[src/rtl/gb_mem_pkg.sv]
// Shared types and address map for the Game Boy memory mapper.
// Region decode is purely combinational; nothing in this package holds state.
package gb_mem_pkg;

  typedef enum logic [2:0] {
    RGN_ROM0,
    RGN_ROMX,
    RGN_CRAM,
    RGN_WRAM,
    RGN_ECHO,
    RGN_UNMAPPED
  } region_e;

  typedef enum logic [1:0] {
    ST_IDLE,
    ST_CART,
    ST_WRAM,
    ST_ACK
  } state_e;

  localparam int MBC_NONE = 0;
  localparam int MBC_1    = 1;
  localparam int MBC_5    = 5;

  localparam logic [15:0] ROMX_BASE = 16'h4000;
  localparam logic [15:0] ROM_LAST  = 16'h7FFF;
  localparam logic [15:0] CRAM_BASE = 16'hA000;
  localparam logic [15:0] CRAM_LAST = 16'hBFFF;
  localparam logic [15:0] WRAM_BASE = 16'hC000;
  localparam logic [15:0] WRAM_LAST = 16'hDFFF;
  localparam logic [15:0] ECHO_BASE = 16'hE000;
  localparam logic [15:0] ECHO_LAST = 16'hFDFF;

  function automatic region_e decode_region(input logic [15:0] a);
    region_e r;
    if (a < ROMX_BASE)                         r = RGN_ROM0;
    else if (a <= ROM_LAST)                    r = RGN_ROMX;
    else if (a >= CRAM_BASE && a <= CRAM_LAST) r = RGN_CRAM;
    else if (a >= WRAM_BASE && a <= WRAM_LAST) r = RGN_WRAM;
    else if (a >= ECHO_BASE && a <= ECHO_LAST) r = RGN_ECHO;
    else                                       r = RGN_UNMAPPED;
    return r;
  endfunction

endpackage

[src/rtl/gb_mem_map_if.sv]
// CPU, cartridge and work-RAM signal bundle for gb_mem_map.
// slave is the mapper side; master is the CPU/cartridge/RAM environment.
interface gb_mem_map_if #(
  parameter int ROM_BANK_BITS = 9
);
  logic [15:0]               A;
  logic                      RD;
  logic                      WR;
  logic [7:0]                D_out;
  logic [7:0]                D_in;
  logic                      READY;
  logic [ROM_BANK_BITS+13:0] CART_ADDR;
  logic [7:0]                CART_DATA_in;
  logic [7:0]                CART_DATA_out;
  logic                      CART_RD;
  logic                      CART_WR;
  logic                      CART_RAM_CS;
  logic [12:0]               WRAM_A;
  logic [7:0]                WRAM_D_in;
  logic [7:0]                WRAM_D_out;
  logic                      WRAM_WE;

  modport slave (
    input  A, RD, WR, D_out, CART_DATA_in, WRAM_D_in,
    output D_in, READY, CART_ADDR, CART_DATA_out, CART_RD, CART_WR,
           CART_RAM_CS, WRAM_A, WRAM_D_out, WRAM_WE
  );

  modport master (
    output A, RD, WR, D_out, CART_DATA_in, WRAM_D_in,
    input  D_in, READY, CART_ADDR, CART_DATA_out, CART_RD, CART_WR,
           CART_RAM_CS, WRAM_A, WRAM_D_out, WRAM_WE
  );
endinterface

[src/rtl/gb_mbc_regs.sv]
// Bank-controller register file and bank computation (none / MBC1 / MBC5).
// Registers update on the cycle a ROM-area write is sampled; bank outputs are combinational.
module gb_mbc_regs #(
  parameter int ROM_BANK_BITS = 9,
  parameter int RAM_BANK_BITS = 4,
  parameter int MBC_MODE      = 1
) (
  input  logic                     clk_i,
  input  logic                     rst_i,
  input  logic                     we_i,
  input  logic [15:0]              addr_i,
  input  logic [7:0]               wdata_i,
  output logic [ROM_BANK_BITS-1:0] rom0_bank_o,
  output logic [ROM_BANK_BITS-1:0] romx_bank_o,
  output logic [RAM_BANK_BITS-1:0] ram_bank_o,
  output logic                     ram_en_o
);
  import gb_mem_pkg::*;

  // Each controller flavour only looks at part of the bus.
  logic unused_inputs;
  assign unused_inputs = ^{clk_i, rst_i, we_i, addr_i, wdata_i};

  generate
    if (MBC_MODE == MBC_1) begin : g_mbc1
      logic       ram_en_q;
      logic       mode_q;
      logic [1:0] bank2_q;
      logic [4:0] rom_lo_q;

      always_ff @(posedge clk_i) begin
        if (rst_i) begin
          ram_en_q <= 1'b0;
          mode_q   <= 1'b0;
          bank2_q  <= 2'd0;
          rom_lo_q <= 5'd1;
        end else if (we_i) begin
          case (addr_i[14:13])
            2'd0:    ram_en_q <= (wdata_i[3:0] == 4'hA);
            2'd1:    rom_lo_q <= (wdata_i[4:0] == 5'd0) ? 5'd1 : wdata_i[4:0];
            2'd2:    bank2_q  <= wdata_i[1:0];
            default: mode_q   <= wdata_i[0];
          endcase
        end
      end

      assign romx_bank_o = ROM_BANK_BITS'({bank2_q, rom_lo_q});
      assign rom0_bank_o = mode_q ? ROM_BANK_BITS'({bank2_q, 5'b00000}) : '0;
      assign ram_bank_o  = mode_q ? RAM_BANK_BITS'(bank2_q) : '0;
      assign ram_en_o    = ram_en_q;
    end else if (MBC_MODE == MBC_5) begin : g_mbc5
      logic       ram_en_q;
      logic [8:0] rom_q;
      logic [3:0] ram_bank_q;

      always_ff @(posedge clk_i) begin
        if (rst_i) begin
          ram_en_q   <= 1'b0;
          rom_q      <= 9'd1;
          ram_bank_q <= 4'd0;
        end else if (we_i) begin
          case (addr_i[14:13])
            2'd0: ram_en_q <= (wdata_i[3:0] == 4'hA);
            2'd1: begin
              if (addr_i[12]) rom_q[8]   <= wdata_i[0];
              else            rom_q[7:0] <= wdata_i;
            end
            2'd2:    ram_bank_q <= wdata_i[3:0];
            default: ;
          endcase
        end
      end

      assign romx_bank_o = ROM_BANK_BITS'(rom_q);
      assign rom0_bank_o = '0;
      assign ram_bank_o  = RAM_BANK_BITS'(ram_bank_q);
      assign ram_en_o    = ram_en_q;
    end else begin : g_fixed
      assign romx_bank_o = ROM_BANK_BITS'(1'b1);
      assign rom0_bank_o = '0;
      assign ram_bank_o  = '0;
      assign ram_en_o    = 1'b0;
    end
  endgenerate

endmodule

[src/rtl/gb_mem_map.sv]
// CPU address decode and access sequencer: ROM/CRAM via cartridge, WRAM/ECHO via sync RAM.
// READY pulses 1 cycle after sampling (regs/dropped), 2 for WRAM, CART_WAIT+1 for cartridge.
module gb_mem_map #(
  parameter int ROM_BANK_BITS = 9,
  parameter int RAM_BANK_BITS = 4,
  parameter int MBC_MODE      = 1,
  parameter int CART_WAIT     = 2
) (
  input  logic         clk,
  input  logic         rst,
  gb_mem_map_if.slave  bus
);
  import gb_mem_pkg::*;

  localparam int          AW       = ROM_BANK_BITS + 14;
  localparam logic [3:0]  CNT_LAST = 4'(CART_WAIT - 1);

  logic [ROM_BANK_BITS-1:0] rom0_bank, romx_bank;
  logic [RAM_BANK_BITS-1:0] ram_bank;
  logic                     ram_en;
  region_e                  region;
  logic                     req, mbc_we;
  logic [AW-1:0]            cart_addr;

  state_e     state_q, state_d;
  logic       wr_q, wr_d;
  logic       cram_q, cram_d;
  logic       wram_rd_q, wram_rd_d;
  logic [3:0] cnt_q, cnt_d;
  logic [7:0] rdata_q, rdata_d;

  logic       cart_rd, cart_wr, cart_cs, wram_we, ready;
  logic [7:0] cart_dout, wram_dout, d_in;

  assign region = decode_region(bus.A);
  assign req    = bus.RD | bus.WR;
  assign mbc_we = (state_q == ST_IDLE) && bus.WR &&
                  (region == RGN_ROM0 || region == RGN_ROMX);

  gb_mbc_regs #(
    .ROM_BANK_BITS (ROM_BANK_BITS),
    .RAM_BANK_BITS (RAM_BANK_BITS),
    .MBC_MODE      (MBC_MODE)
  ) u_mbc (
    .clk_i       (clk),
    .rst_i       (rst),
    .we_i        (mbc_we),
    .addr_i      (bus.A),
    .wdata_i     (bus.D_out),
    .rom0_bank_o (rom0_bank),
    .romx_bank_o (romx_bank),
    .ram_bank_o  (ram_bank),
    .ram_en_o    (ram_en)
  );

  always_comb begin
    cart_addr = '0;
    case (region)
      RGN_CRAM: cart_addr[RAM_BANK_BITS+12:0] = {ram_bank, bus.A[12:0]};
      RGN_ROM0: cart_addr = {rom0_bank, bus.A[13:0]};
      default:  cart_addr = {romx_bank, bus.A[13:0]};
    endcase
  end

  always_ff @(posedge clk) begin
    if (rst) begin
      state_q   <= ST_IDLE;
      wr_q      <= 1'b0;
      cram_q    <= 1'b0;
      wram_rd_q <= 1'b0;
      cnt_q     <= 4'd0;
      rdata_q   <= 8'hFF;
    end else begin
      state_q   <= state_d;
      wr_q      <= wr_d;
      cram_q    <= cram_d;
      wram_rd_q <= wram_rd_d;
      cnt_q     <= cnt_d;
      rdata_q   <= rdata_d;
    end
  end

  always_comb begin
    state_d   = state_q;
    wr_d      = wr_q;
    cram_d    = cram_q;
    wram_rd_d = wram_rd_q;
    cnt_d     = cnt_q;
    rdata_d   = rdata_q;
    cart_rd   = 1'b0;
    cart_wr   = 1'b0;
    cart_cs   = 1'b0;
    cart_dout = 8'h00;
    wram_we   = 1'b0;
    wram_dout = 8'h00;
    ready     = 1'b0;
    d_in      = 8'hFF;

    case (state_q)
      ST_IDLE: begin
        if (req) begin
          // WR wins when both strobes are high.
          wr_d      = bus.WR;
          cram_d    = (region == RGN_CRAM);
          wram_rd_d = 1'b0;
          cnt_d     = 4'd0;
          rdata_d   = 8'hFF;
          case (region)
            RGN_ROM0, RGN_ROMX: state_d = bus.WR ? ST_ACK : ST_CART;
            RGN_CRAM:           state_d = ram_en ? ST_CART : ST_ACK;
            RGN_WRAM, RGN_ECHO: begin
              state_d   = ST_WRAM;
              wram_rd_d = ~bus.WR;
            end
            default:            state_d = ST_ACK;
          endcase
        end
      end
      ST_CART: begin
        cart_rd   = ~wr_q;
        cart_wr   = wr_q;
        cart_cs   = cram_q;
        cart_dout = wr_q ? bus.D_out : 8'h00;
        if (cnt_q == CNT_LAST) begin
          if (!wr_q) rdata_d = bus.CART_DATA_in;
          state_d = ST_ACK;
        end else begin
          cnt_d = cnt_q + 4'd1;
        end
      end
      ST_WRAM: begin
        wram_we   = wr_q;
        wram_dout = wr_q ? bus.D_out : 8'h00;
        state_d   = ST_ACK;
      end
      default: begin
        // Sync RAM data lands in this cycle, so WRAM reads bypass rdata_q.
        ready   = 1'b1;
        d_in    = wram_rd_q ? bus.WRAM_D_in : rdata_q;
        state_d = ST_IDLE;
      end
    endcase
  end

  assign bus.CART_ADDR     = cart_addr;
  assign bus.CART_RD       = cart_rd;
  assign bus.CART_WR       = cart_wr;
  assign bus.CART_RAM_CS   = cart_cs;
  assign bus.CART_DATA_out = cart_dout;
  assign bus.WRAM_A        = bus.A[12:0];
  assign bus.WRAM_D_out    = wram_dout;
  assign bus.WRAM_WE       = wram_we;
  assign bus.READY         = ready;
  assign bus.D_in          = d_in;

endmodule

[src/flat_wrapper.sv]
// flat-port wrapper written by rule: the top's interface ports become plain ports
module gb_mem_map_flat import gb_mem_pkg::*;
#(
  parameter int ROM_BANK_BITS = 9,
  parameter int RAM_BANK_BITS = 4,
  parameter int MBC_MODE      = 1,
  parameter int CART_WAIT     = 2
)
  (clk, rst, bus_A, bus_RD, bus_WR, bus_D_out, bus_CART_DATA_in, bus_WRAM_D_in, bus_D_in, bus_READY, bus_CART_ADDR, bus_CART_DATA_out, bus_CART_RD, bus_CART_WR, bus_CART_RAM_CS, bus_WRAM_A, bus_WRAM_D_out, bus_WRAM_WE);
  gb_mem_map_if #(.ROM_BANK_BITS(ROM_BANK_BITS)) bus_i ();
  input  logic clk;
  input  logic rst;
  input wire logic [$bits(bus_i.A)-1:0] bus_A;
  input wire logic [$bits(bus_i.RD)-1:0] bus_RD;
  input wire logic [$bits(bus_i.WR)-1:0] bus_WR;
  input wire logic [$bits(bus_i.D_out)-1:0] bus_D_out;
  input wire logic [$bits(bus_i.CART_DATA_in)-1:0] bus_CART_DATA_in;
  input wire logic [$bits(bus_i.WRAM_D_in)-1:0] bus_WRAM_D_in;
  output wire logic [$bits(bus_i.D_in)-1:0] bus_D_in;
  output wire logic [$bits(bus_i.READY)-1:0] bus_READY;
  output wire logic [$bits(bus_i.CART_ADDR)-1:0] bus_CART_ADDR;
  output wire logic [$bits(bus_i.CART_DATA_out)-1:0] bus_CART_DATA_out;
  output wire logic [$bits(bus_i.CART_RD)-1:0] bus_CART_RD;
  output wire logic [$bits(bus_i.CART_WR)-1:0] bus_CART_WR;
  output wire logic [$bits(bus_i.CART_RAM_CS)-1:0] bus_CART_RAM_CS;
  output wire logic [$bits(bus_i.WRAM_A)-1:0] bus_WRAM_A;
  output wire logic [$bits(bus_i.WRAM_D_out)-1:0] bus_WRAM_D_out;
  output wire logic [$bits(bus_i.WRAM_WE)-1:0] bus_WRAM_WE;
  assign bus_i.A = bus_A;
  assign bus_i.RD = bus_RD;
  assign bus_i.WR = bus_WR;
  assign bus_i.D_out = bus_D_out;
  assign bus_i.CART_DATA_in = bus_CART_DATA_in;
  assign bus_i.WRAM_D_in = bus_WRAM_D_in;
  assign bus_D_in = bus_i.D_in;
  assign bus_READY = bus_i.READY;
  assign bus_CART_ADDR = bus_i.CART_ADDR;
  assign bus_CART_DATA_out = bus_i.CART_DATA_out;
  assign bus_CART_RD = bus_i.CART_RD;
  assign bus_CART_WR = bus_i.CART_WR;
  assign bus_CART_RAM_CS = bus_i.CART_RAM_CS;
  assign bus_WRAM_A = bus_i.WRAM_A;
  assign bus_WRAM_D_out = bus_i.WRAM_D_out;
  assign bus_WRAM_WE = bus_i.WRAM_WE;
  gb_mem_map #(.ROM_BANK_BITS(ROM_BANK_BITS), .RAM_BANK_BITS(RAM_BANK_BITS), .MBC_MODE(MBC_MODE), .CART_WAIT(CART_WAIT)) u_core (.clk(clk), .rst(rst), .bus(bus_i));
endmodule
[config.mk]
export PLATFORM = sky130hd
export DESIGN_NAME = gb_mem_map_flat
export DESIGN_NICKNAME = d
export VERILOG_FILES = /design/src/rtl/gb_mem_pkg.sv /design/src/rtl/gb_mem_map_if.sv /design/src/rtl/gb_mbc_regs.sv /design/src/rtl/gb_mem_map.sv /design/src/flat_wrapper.sv
export SDC_FILE = /design/constraint.sdc
export NUM_CORES = 1
export LEC_CHECK = 0
export ABC_CLOCK_PERIOD_IN_PS = 1900
export BUFFER_PORTS_ARGS = -buffer_cell sky130_fd_sc_hd__buf_2
export CAP_MARGIN = 30
export CORE_AREA = 3 3 79 66
export DETAILED_ROUTE_END_ITERATION = 10
export DIE_AREA = 0 0 82 69
export GPL_ROUTABILITY_DRIVEN = 1
export PLACE_DENSITY = 0.75
export SYNTH_ARGS = -nofsm -noshare
export SYNTH_HDL_FRONTEND = slang
export SYNTH_SLANG_ARGS = --single-unit
[constraint.sdc]
create_clock -name clk -period 1.9 [get_ports clk]
set_input_delay 0.285 -clock clk [delete_from_list [all_inputs] [get_ports clk]]
set_output_delay 0.285 -clock clk [all_outputs]
set_load 0.005 [all_outputs]
* Yosys cells after proc, flatten, opt, wreduce, memory -nomap -nowiden
Index checks and enable logic that the tools add are counted.
** Storage, ports and cells
- Bits in registers :: 26
- Input port bits :: 44
- Output and inout port bits :: 65
- Word-level logic and storage cells :: 94
** Cells by class
- $add $sub $neg :: 1
- Order comparisons :: 8
- Equal/unequal tests :: 14
- Muxes and demuxes :: 34
- Bitwise logic cells :: 4
- Reductions and logical operators :: 23
** Operator list (count)
- 8-bit two-way mux :: 8
- 16-bit >= comparator (second input constant) :: 3
- 16-bit less-or-equal comparator (second input constant) :: 3
- 17-bit case mux with 2 select lines :: 1
- 16-bit by 15-bit less-or-equal comparator with 1-bit output (second input constant) :: 1
- 16-bit by 15-bit less-than comparator with 1-bit output (second input constant) :: 1
- 4-bit case mux with 2 select lines :: 2
- 8-bit case mux with 2 select lines :: 1
- 3-bit two-way mux :: 4
- 2-bit case mux with 3 select lines :: 2
- 2-bit AND reduction :: 6
- 2-bit two-way mux :: 5
- 4-bit two-way mux :: 2
- 1-bit two-way mux :: 7
- 7-bit two-way mux :: 1
- 3-bit by 2-bit == test with 1-bit output (second input constant) :: 2
- 3-bit OR reduction :: 2
- 1-bit logical AND :: 5
- 5-bit zero test :: 1
- 5-bit two-way mux :: 1
- 4-bit by 1-bit adder with 4-bit output (second input constant) :: 1
- 2-bit by 1-bit == test with 1-bit output (second input constant) :: 2
- 2-bit == test (second input constant) :: 2
- 4-bit by 1-bit == test with 1-bit output (second input constant) :: 1
- 14 further kinds :: 20

* Longest topological paths before layout
Gate-level depths: netlist (run 1).
- Word-level depth :: 12
- Mapped depth :: 8

* Hierarchy
From an unflattened synthesis (run 1), not the netlist that was laid out.
** Unflattened totals
- Cell total of the unflattened synthesis :: 239
- Area total of the unflattened synthesis :: 1955.6 sq um
** Modules (own cells, without submodules)
- gb_mem_map :: times used 1, cells an instance 188, area an instance 1468.9 sq um, seq. area each 340.3 sq um
- gb_mbc_regs :: times used 1, cells an instance 51, area an instance 486.7 sq um, seq. area each 180.2 sq um

* Least setup slack after synthesis (run 1)
Ideal clock, no wire load.
- Path kind :: register to register
- Start :: register u_core.state_q[1]
- End :: register u_core.rdata_q[5]
- Library setup time :: 141 ps
- Data arrival time :: 1529 ps
- Data required time :: 1759 ps
- Slack :: 230 ps
- Cell stages (with the launch flop) :: 8
- Path buffers :: 2
- Period minus slack after synthesis :: 1670 ps
- Cell sequence :: dfxtp_1 inv_1 ha_1 buf_2 nor2b_1 clkbuf_1 a2111oi_0 a211oi_2
** On the way
- Longest elaborated chain between the ends :: 3
- Elaborated cells on any way between the ends :: 8
** Ends and longest elaborated chain
- start, declared :: RTL line gb_mem_map.sv:25 : state_e state_q, state_d;
- start signal, assigned :: RTL line gb_mem_map.sv:74 : state_q <= state_d;
- 2-bit by 1-bit == test with 1-bit output / 2-bit zero test (equally long branches) :: RTL line gb_mem_map.sv:99 : case (state_q)
- 2-bit inequality test (no source line) (tied with other cells)
- 4-bit AND reduction (no source line)
- end signal, assigned :: RTL line gb_mem_map.sv:79 : rdata_q <= rdata_d;
- end, declared :: RTL line gb_mem_map.sv:30 : logic [7:0] rdata_q, rdata_d;
Several ways; a longest one is shown, not always the timed one.
A chain may end at the register's enable or synchronous reset.

* Final worst setup path (run 1)
- Start :: register u_core.state_q[0]
- End :: register u_core.rdata_q[0]
The elaborated chain is that of the path after synthesis.

==> results of run 1 <==
## path summary, 6_finish.rpt
check                                   from                              end  slack (ps)
min                      bus_CART_DATA_in[2]                u_core.rdata_q[2]         260
max reg2reg                u_core.state_q[0]                u_core.rdata_q[0]         130
min reg2reg  u_core.u_mbc.g_mbc1.rom_lo_q[1]  u_core.u_mbc.g_mbc1.rom_lo_q[1]         460
max                        u_core.state_q[0]                u_core.rdata_q[0]         130
## worst min-delay path, stage by stage
cell and delay [ps]:
buf_2 100, inv_1 50, a211oi_2 50
## cell families after synthesis
family                     Yosys count  share of synthesized area
buffers and inverters               62                      0.176
AOI/OAI and AO/OA                   46                      0.193
muxes                               16                     0.0794
adders and majority gates            6                     0.0372
DFF                                 26                      0.258
other                                1                    0.00186
and+or+nand+nor                     89                      0.254
## state kept, by name, indices dropped and copies added, names as in the netlist
| register | cells |
|---|---|
| u_core.u_mbc.g_mbc1.bank2_q | 2 |
| u_core.wram_rd_q | 1 |
| u_core.u_mbc.g_mbc1.rom_lo_q | 5 |
| u_core.rdata_q | 8 |
| u_core.cram_q | 1 |
| u_core.state_q | 2 |
| u_core.u_mbc.g_mbc1.mode_q | 1 |
| u_core.cnt_q | 4 |
| u_core.wr_q | 1 |
| u_core.u_mbc.ram_en_o | 1 |
## final cells by class
type	instances	area share
tap	60	0.0322
multi-input combinational	159	0.500
timing repair buffer	89	0.202
sequential	26	0.224
inverter	15	0.0242
clock buffer	3	0.0177
## power by group through the flow
stage | Combinational (uW) | Clock, uW | Sequential (uW)
2_1_floorplan | 569 | 0 | 627
3_3_place_gp | 758 | 0 | 648
3_5_place_dp | 765 | 0 | 651
4_1_cts | 769 | 329 | 638
5_1_grt | 884 | 351 | 644
6_report | 797 | 314 | 638
## cells in the mapped netlist (all sizes together), types with 2 or more instances
master	n	share of area
a2111oi	8	0.035
a211o	2	0.0087
a211oi	9	0.053
a21oi	5	0.012
a31o	2	0.0087
and2	3	0.0093
and3	18	0.056
buf	34	0.12
clkbuf	13	0.024
dfxtp	26	0.26
ha	6	0.037
inv	14	0.026
mux2i	16	0.079
nand2	19	0.035
nand2b	2	0.0062
nand4b	3	0.013
nor2	8	0.015
nor2b	10	0.031
nor3	11	0.027
nor3b	2	0.0074
nor4b	2	0.0087
nor4bb	3	0.015
o211a	2	0.0099
o211ai	4	0.015
o21ai	2	0.0050
o22ai	2	0.0062
o31ai	3	0.011
or4	2	0.0074
## through the flow
stage	hold WS, ps	total power [uW]	area (um^2)	std cells
floorplan	419	1200	2020	247
global placement	444	1410	2270	349
detailed placement	446	1420	2270	349
CTS	253	1740	2310	352
global route	258	1880	2330	352
finish	263	1750	2330	352
## metal layers
layer,vias to the layer above,GRT usage
li1,950,-
met5,-,0
met1,879,0.246
met2,65,0.283
met4,0,0.0240
met3,0,0.0444
## cells in the final DEF (no fill, tap or decap), types with 2 or more instances in the layout
cell type,count
buf_2,79
dfxtp_1,26
nand2_1,19
and3_1,18
mux2i_1,16
inv_1,14
nor3_1,11
buf_4,10
nor2b_1,9
nor2_1,8
a211oi_2,8
ha_1,6
a21oi_1,5
o211ai_1,4
a2111oi_0,4
a2111oi_1,4
and2_1,3
nand4b_1,3
o31ai_1,3
clkbuf_8,3
nand2b_1,2
o22ai_1,2
o211a_1,2
a31o_1,2
a211o_1,2
nor4b_1,2
or4_1,2
nor4bb_1,2
conb_1,2
==> metrics.txt, run 1 <==
Die Height 69 um; CTS Root Cell clkbuf_8; Slew Limit Fails 0; final WL 5070 um; Post-Syn Area per Cell 8.20 um^2; largest net degree at the start of global routing 29; Gate power share 0.456; vias per inst 5.38; PortBufs 79; total gr overflow 0; Yosys cell types 48; Detail Route Antenna Nets 0; Worst slew margin 0.610; Ant. Diodes 0; sequential power share 0.365; clock buffer depth 2; Seq cells post-synth 26; status complete, no violations; Syn Inst Count 246; Hold Crit Depth 3; hold_buf cts 0; final hold violation count 0; Hold Crit Class input pin to flop; Cell Int Power 1070 uW; Syn Std Cell Area 2020 um^2; initial antenna violation count 0; Ys Warns 0; maximum VDD drop 468 uV; Buf+Inv Stages, Crit Path 1; first-pass iteration count of the detailed router 4; Critical Path, Cell by Cell inv_1 -> ha_1 -> nor2b_2 -> a2111oi_0 -> a211oi_2; worst skew pair latency 270 ps; row count 22; final number of setup-violating endpoints 0; Leakage 0.00111 uW; Gates resized, CTS repair 0; routed length on met3 351 um; fin nets 344; CP Class flop to flop; Reg2Reg Depth 5; CP startpoint kind flop; # Post-CTS Setup Buffers 0; first-pass GRT wire length 8370 um; Peak Freq 563 MHz; Final Critical Period 1770 ps; fraction of layout cells with a size suffix above 1 0.356; clock-pin slew on the worst setup and hold paths 90 ps; slowest CP cell a2111oi_0; vias in the first global route 1832; Iter 0 DRT Violations 147; vias 1894; # IOs 109; share of synthesized registers carrying an async set or reset 0; GPL Wtd Cong 0.782; Worst Clk Skew 2.14 ps; die width 82 um; max layer used met3; crit path DAT 1910 ps; drt wl/cell 14.4 um; WL met1 2390 um; sw frac 0.390; Top FF cell, synth dfxtp_1; # DRC 0; Least-Margin Pin Slew 570 ps; Starting Density 0.447; Net Switching 683 uW; max incr delay on CP 560 ps; Multi-input gate area 1160 um^2; H-tree depth 1; Final period util 0.934; pre-CTS WS 132 ps; setup_tns 0 ps; Clock Sinks 26; core area 4510 um^2; area delta synth->final 15.4%; Final Util 0.516; EDFF count, synth 0; Reg area 520 um^2; maximum fanout along the worst path 10; part of the Yosys area used for sequential elements 0.258; GRT Overall Usage 0.178; Max-cap violations 0; TritonCTS Buffers 3; Clk pwr share 0.179; CTS tree done; endpoint class of the critical path flop; Die ar. 5660 um^2; WP depth 5; wire length on met2 2330 um; Post-DP HPWL 3770 um; final worst slack 125 ps; RSZ-0062 raised after global routing false; worst path required time 2040 ps; CP top delay family compound AO/OA/AOI/OAI gates; Power Density 751 nW/um^2; Fillers 450
Power figures use the tool's default switching activity.
==> run 2: changes to the inputs <==
Settings changed: CORE_AREA 3 3 79 66 to 3 3 91 58, DIE_AREA 0 0 82 69 to 0 0 94 61.
==> metrics.txt, run 2 (same netlist as run 1, synthesis figures left out) <==
vias in the first global route 1598 (was 1832); Least-Margin Pin Slew 561 ps (was 570 ps); RSZ-0062 raised after global routing false (unchanged); core area 4520 um^2 (was 4510 um^2); fin nets 344 (unchanged); Detail Route Antenna Nets 0 (unchanged); Final Critical Period 1760 ps (was 1770 ps); Die ar. 5730 um^2 (was 5660 um^2); Iter 0 DRT Violations 127 (was 147); maximum VDD drop 369 uV (was 468 uV); Leakage 0.00113 uW (was 0.00111 uW); GRT Overall Usage 0.170 (was 0.178); initial antenna violation count 0 (unchanged); pre-CTS WS 117 ps (was 132 ps); most common cell after layout, fill and taps aside buf_2 (unchanged); vias 1914 (was 1894); Final period util 0.926 (was 0.934); clock buffer depth 2 (unchanged); endpoint class of the critical path flop (unchanged); Die Height 61 um (was 69 um); Final Hold Slack 239 ps (was 263 ps); vias per inst 5.38 (about the same); Peak Freq 568 MHz (was 563 MHz); worst skew pair latency 280 ps (was 270 ps); setup_tns 0 ps (unchanged); Layout Cells excl Fill 356 (was 352); first-pass GRT wire length 7750 um (was 8370 um); # DRC 0 (unchanged); most frequent cells in the layout 79 x buf_2, 26 x dfxtp_1, 19 x nand2_1 (unchanged); max reg flops 8 (unchanged); worst path required time 2100 ps (was 2040 ps); Hold Crit Class input pin to flop (unchanged); maximum fanout along the worst path 8 (was 10); # IOs 109 (unchanged); final number of setup-violating endpoints 0 (unchanged); Clock Sinks 26 (unchanged); largest net degree at the start of global routing 29 (unchanged); Worst slew margin 0.626 (was 0.610); Post-DP HPWL 3840 um (was 3770 um); Starting Density 0.447 (about the same); Placed Cells 352 (was 349); TritonCTS Buffers 3 (unchanged); final worst slack 141 ps (was 125 ps); clock-pin slew on the worst setup and hold paths 100 ps (was 90 ps); die width 94 um (was 82 um); final WL 5100 um (was 5070 um); Slew Limit Fails 0 (unchanged); final hold violation count 0 (unchanged); area delta synth->final 17.2% (was 15.4%); Ant. Diodes 0 (unchanged); first-pass iteration count of the detailed router 4 (unchanged); crit path DAT 1960 ps (was 1910 ps); # Post-CTS Setup Buffers 0 (unchanged); GPL Wtd Cong 0.803 (was 0.782); largest reg by FF count u_core.rdata_q (unchanged); CP startpoint kind flop (unchanged); PortBufs 79 (unchanged); fraction of layout cells with a size suffix above 1 0.362 (was 0.356); total gr overflow 0 (unchanged); FF-to-FF setup slack 140 ps (was 130 ps); Pwr Total 1910 uW (was 1750 uW); row count 19 (was 22); Worst Clk Skew 12.8 ps (was 2.14 ps); CTS tree done (unchanged); top flop regs u_core.rdata_q x8, u_core.u_mbc.g_mbc1.rom_lo_q x5, u_core.cnt_q x4 (unchanged); H-tree depth 1 (unchanged); status complete, no violations (unchanged); Power Density 808 nW/um^2 (was 751 nW/um^2); CP Class flop to flop (unchanged); drt wl/cell 14.3 um (was 14.4 um); CTS Root Cell clkbuf_8 (unchanged); Max-cap violations 0 (unchanged)
==> run 2: power breakdown <==
group	internal, uW	switching, uW	total (uW)
Combinational	334	469	803
Clock	282	186	469
Sequential	590	48.5	639
==> run 2: final cells by class <==
cell class | instances | area, um^2
clock buffers | 3 | 41.3
clock inverters | 1 | 30.0
fillers | 427 | 2150
inverters | 15 | 56.3
multi-input cells | 159 | 1170
flip-flops and latches | 26 | 520
well taps | 63 | 78.8
repair buffers | 89 | 470
==> run 2: routing by layer <==
layer / global-route usage / up-vias / part of all wire / wire [um]
met5: 0 / - / 0 / 0
met4: 0.0309 / 0 / 0.0037 / 19
met3: 0.0421 / 2 / 0.087 / 443
met2: 0.251 / 84 / 0.43 / 2190
met1: 0.251 / 882 / 0.48 / 2450
li1: - / 946 / - / -
==> run 2: final timing paths <==
check / cells after the start / endpoint / start
max reg2reg: 5 / u_core.rdata_q[5] / u_core.state_q[0]
min: 3 / u_core.rdata_q[6] / bus_CART_DATA_in[6]
min reg2reg: 2 / u_core.u_mbc.g_mbc1.rom_lo_q[4] / u_core.u_mbc.g_mbc1.rom_lo_q[4]
max: 5 / u_core.rdata_q[5] / u_core.state_q[0]
==> run 2: per-stage QoR <==
stage | cell area (um^2) | util
after global placement | 2270 | 0.503
after global routing | 2360 | 0.524
after floorplan | 2020 | -
after detailed placement | 2270 | 0.503
final | 2360 | 0.524
after CTS | 2340 | 0.519
==> run 2: timing repair <==
item	in CTS	in global routing
hold buffers	0	0
setup endpoints to repair	0	10
gates resized for setup	0	5
==> run 2: critical path: stages, from the launching register on <==
cell,delay [ps]
dfxtp_1,340
inv_1,100
ha_1,280
or3b_1,460
and4_4,290
a211oi_2,220
==> run 3: changes to the inputs <==
Settings changed: SETUP_SLACK_MARGIN set to 0.5.
==> metrics.txt, run 3 (same netlist as run 1, synthesis figures left out) <==
status complete, no violations (unchanged); first-pass GRT wire length 8860 um (was 7750 um); max incr delay on CP 370 ps (was 460 ps); PortBufs 79 (unchanged); r2r startpoint u_core.state_q[0] (unchanged); crit path DAT 1400 ps (was 1960 ps); most common cell after layout, fill and taps aside buf_2 (unchanged); setup_tns 0 ps (unchanged); maximum fanout along the worst path 7 (was 8); Critical Path, Cell by Cell inv_4 -> ha_4 -> buf_8 -> buf_6 -> and3_4 -> buf_6 (was inv_1 -> ha_1 -> or3b_1 -> and4_4 -> a211oi_2); CTS Root Cell clkbuf_8 (unchanged); CP dominant cell by count buf_6; clock-pin slew on the worst setup and hold paths 100 ps (about the same); CTS tree done (unchanged); CP Class flop to output port (was flop to flop); final WL 5970 um (was 5100 um); top flop regs u_core.rdata_q x8, u_core.u_mbc.g_mbc1.rom_lo_q x5, u_core.cnt_q x4 (unchanged); row count 19 (unchanged); fraction of layout cells with a size suffix above 1 0.539 (was 0.362); worst path required time 1620 ps (was 2100 ps); CP startpoint kind flop (unchanged); vias per inst 5.44 (was 5.38); vias 2019 (was 1914); Die Height 61 um (unchanged); Net Switching 938 uW (was 704 uW); maximum VDD drop 473 uV (was 369 uV); WP depth 6 (was 5); Detail Route Antenna Nets 0 (unchanged); Hold Crit Class input pin to flop (unchanged); GRT Overall Usage 0.196 (was 0.170); Layout Cells excl Fill 371 (was 356); endpoint class of the critical path output port (was flop); final number of setup-violating endpoints 0 (unchanged); sw frac 0.393 (was 0.369); slowest CP cell dfxtp_2 (was or3b_1); # IOs 109 (unchanged); Max-cap violations 0 (unchanged); fin nets 359 (was 344); final hold violation count 0 (unchanged); Buf+Inv Stages, Crit Path 4 (was 1); Ant. Diodes 0 (unchanged); sequential power share 0.276 (was 0.334); Clock Sinks 26 (unchanged); core area 4520 um^2 (unchanged); Power Density 840 nW/um^2 (was 808 nW/um^2); total gr overflow 0 (unchanged); Gate power share 0.567 (was 0.420); Placed Cells 350 (was 352); first-pass iteration count of the detailed router 4 (unchanged); drt wl/cell 16.1 um (was 14.3 um); GPL Wtd Cong 0.791 (was 0.803); Peak Freq 594 MHz (was 568 MHz); Reg2Reg Depth 7 (was 5); Placed Instance Area 2350 um^2 (was 2270 um^2); largest reg by FF count u_core.rdata_q (unchanged); Hold Startpoint bus_CART_DATA_in[0] (was bus_CART_DATA_in[6]); Final Cell Area 2840 um^2 (was 2360 um^2); Iter 0 DRT Violations 115 (was 127); Worst Clk Skew 4.24 ps (was 12.8 ps); area delta synth->final 40.7% (was 17.2%); die width 94 um (unchanged); Hold Path End u_core.rdata_q[0] (was u_core.rdata_q[6]); hold_buf cts 0 (unchanged); Crit Reg-Reg Endpoint u_core.cnt_q[1] (was u_core.rdata_q[5]); FF-to-FF setup slack 230 ps (was 140 ps); Starting Density 0.447 (unchanged); clock buffer depth 2 (unchanged); largest net degree at the start of global routing 29 (unchanged); Final Hold Slack 256 ps (was 239 ps); most frequent cells in the layout 68 x buf_2, 21 x dfxtp_1, 19 x nand2_1 (was 79 x buf_2, 26 x dfxtp_1, 19 x nand2_1); Clk pwr share 0.157 (was 0.245); RSZ-0062 raised after global routing true (was false); TritonCTS Buffers 3 (unchanged); # DRC 0 (unchanged); initial antenna violation count 0 (unchanged); Post-DP HPWL 4060 um (was 3840 um); Cell Int Power 1450 uW (was 1210 uW); worst skew pair latency 280 ps (about the same); vias in the first global route 1813 (was 1598); Final Critical Period 1680 ps (was 1760 ps); CP top delay family buffers and inverters (was simple AND/OR/NAND/NOR gates); Hold Crit Depth 3 (unchanged); Die ar. 5730 um^2 (unchanged); H-tree depth 1 (unchanged); max reg flops 8 (unchanged); Slew Limit Fails 0 (unchanged); Leakage 0.00123 uW (was 0.00113 uW); Final period util 0.886 (was 0.926)
run 3: cell count changes in the layout (fill, tap and decap cells not counted), sizes merged:
cell    change
buf        +14
bufinv      -1
clkbuf      +2
run 3: area by class of cell:
cell class / count / area, um^2
repair buffers: 104 / 691
fillers: 379 / 1680
clock buffers: 4 / 55.1
inverters: 15 / 61.3
well taps: 63 / 78.8
flip-flops and latches: 26 / 529
multi-input cells: 159 / 1430
run 3: worst register-to-register path: stages (launching register included):
cell	delay, ps
dfxtp_4	390
inv_4	50
ha_4	160
buf_6	110
nor3b_1	120
buf_4	170
or4_4	480
a21oi_2	120
run 3: worst max path at each step:
stage                            from                    to  slack (ps)
global placement    u_core.state_q[1]       u_core.cnt_q[3]         110
CTS                 u_core.state_q[0]       u_core.cnt_q[0]         240
finish              u_core.state_q[1]  bus_CART_DATA_out[2]         220
floorplan           u_core.state_q[1]     u_core.rdata_q[0]         370
detailed placement  u_core.state_q[1]     u_core.rdata_q[7]          50
global route        u_core.state_q[0]       u_core.cnt_q[0]         170
run 3: stage by stage:
stage | worst slack, ps | total power, uW | utilization
2_1_floorplan | 375 | 1340 | -
3_3_place_gp | 115 | 1510 | 0.521
3_5_place_dp | 50.0 | 1520 | 0.521
4_1_cts | 242 | 2220 | 0.592
5_1_grt | 174 | 2530 | 0.629
6_report | 217 | 2390 | 0.629
run 3: what timing repair did:
action	in CTS	in global routing
gates cloned	1	0
endpoints found under the setup margin	53	61
setup buffers	12	4
pin swaps	5	6
gates resized for setup	35	29
run 3: power by group through the flow:
stage / logic, uW / clock network (uW) / registers (uW)
after detailed placement: 867 / 0 / 657
after CTS: 1190 / 372 / 655
after floorplan: 704 / 0 / 638
final: 1350 / 374 / 658
after global routing: 1470 / 393 / 664
after global placement: 852 / 0 / 657
run 3: layer usage:
metal	global-route usage	part of all wire	up-vias
met4	0.0412	0.011	0
met2	0.306	0.46	73
met5	0	0	-
met1	0.282	0.46	956
li1	-	-	982
met3	0.0397	0.063	8
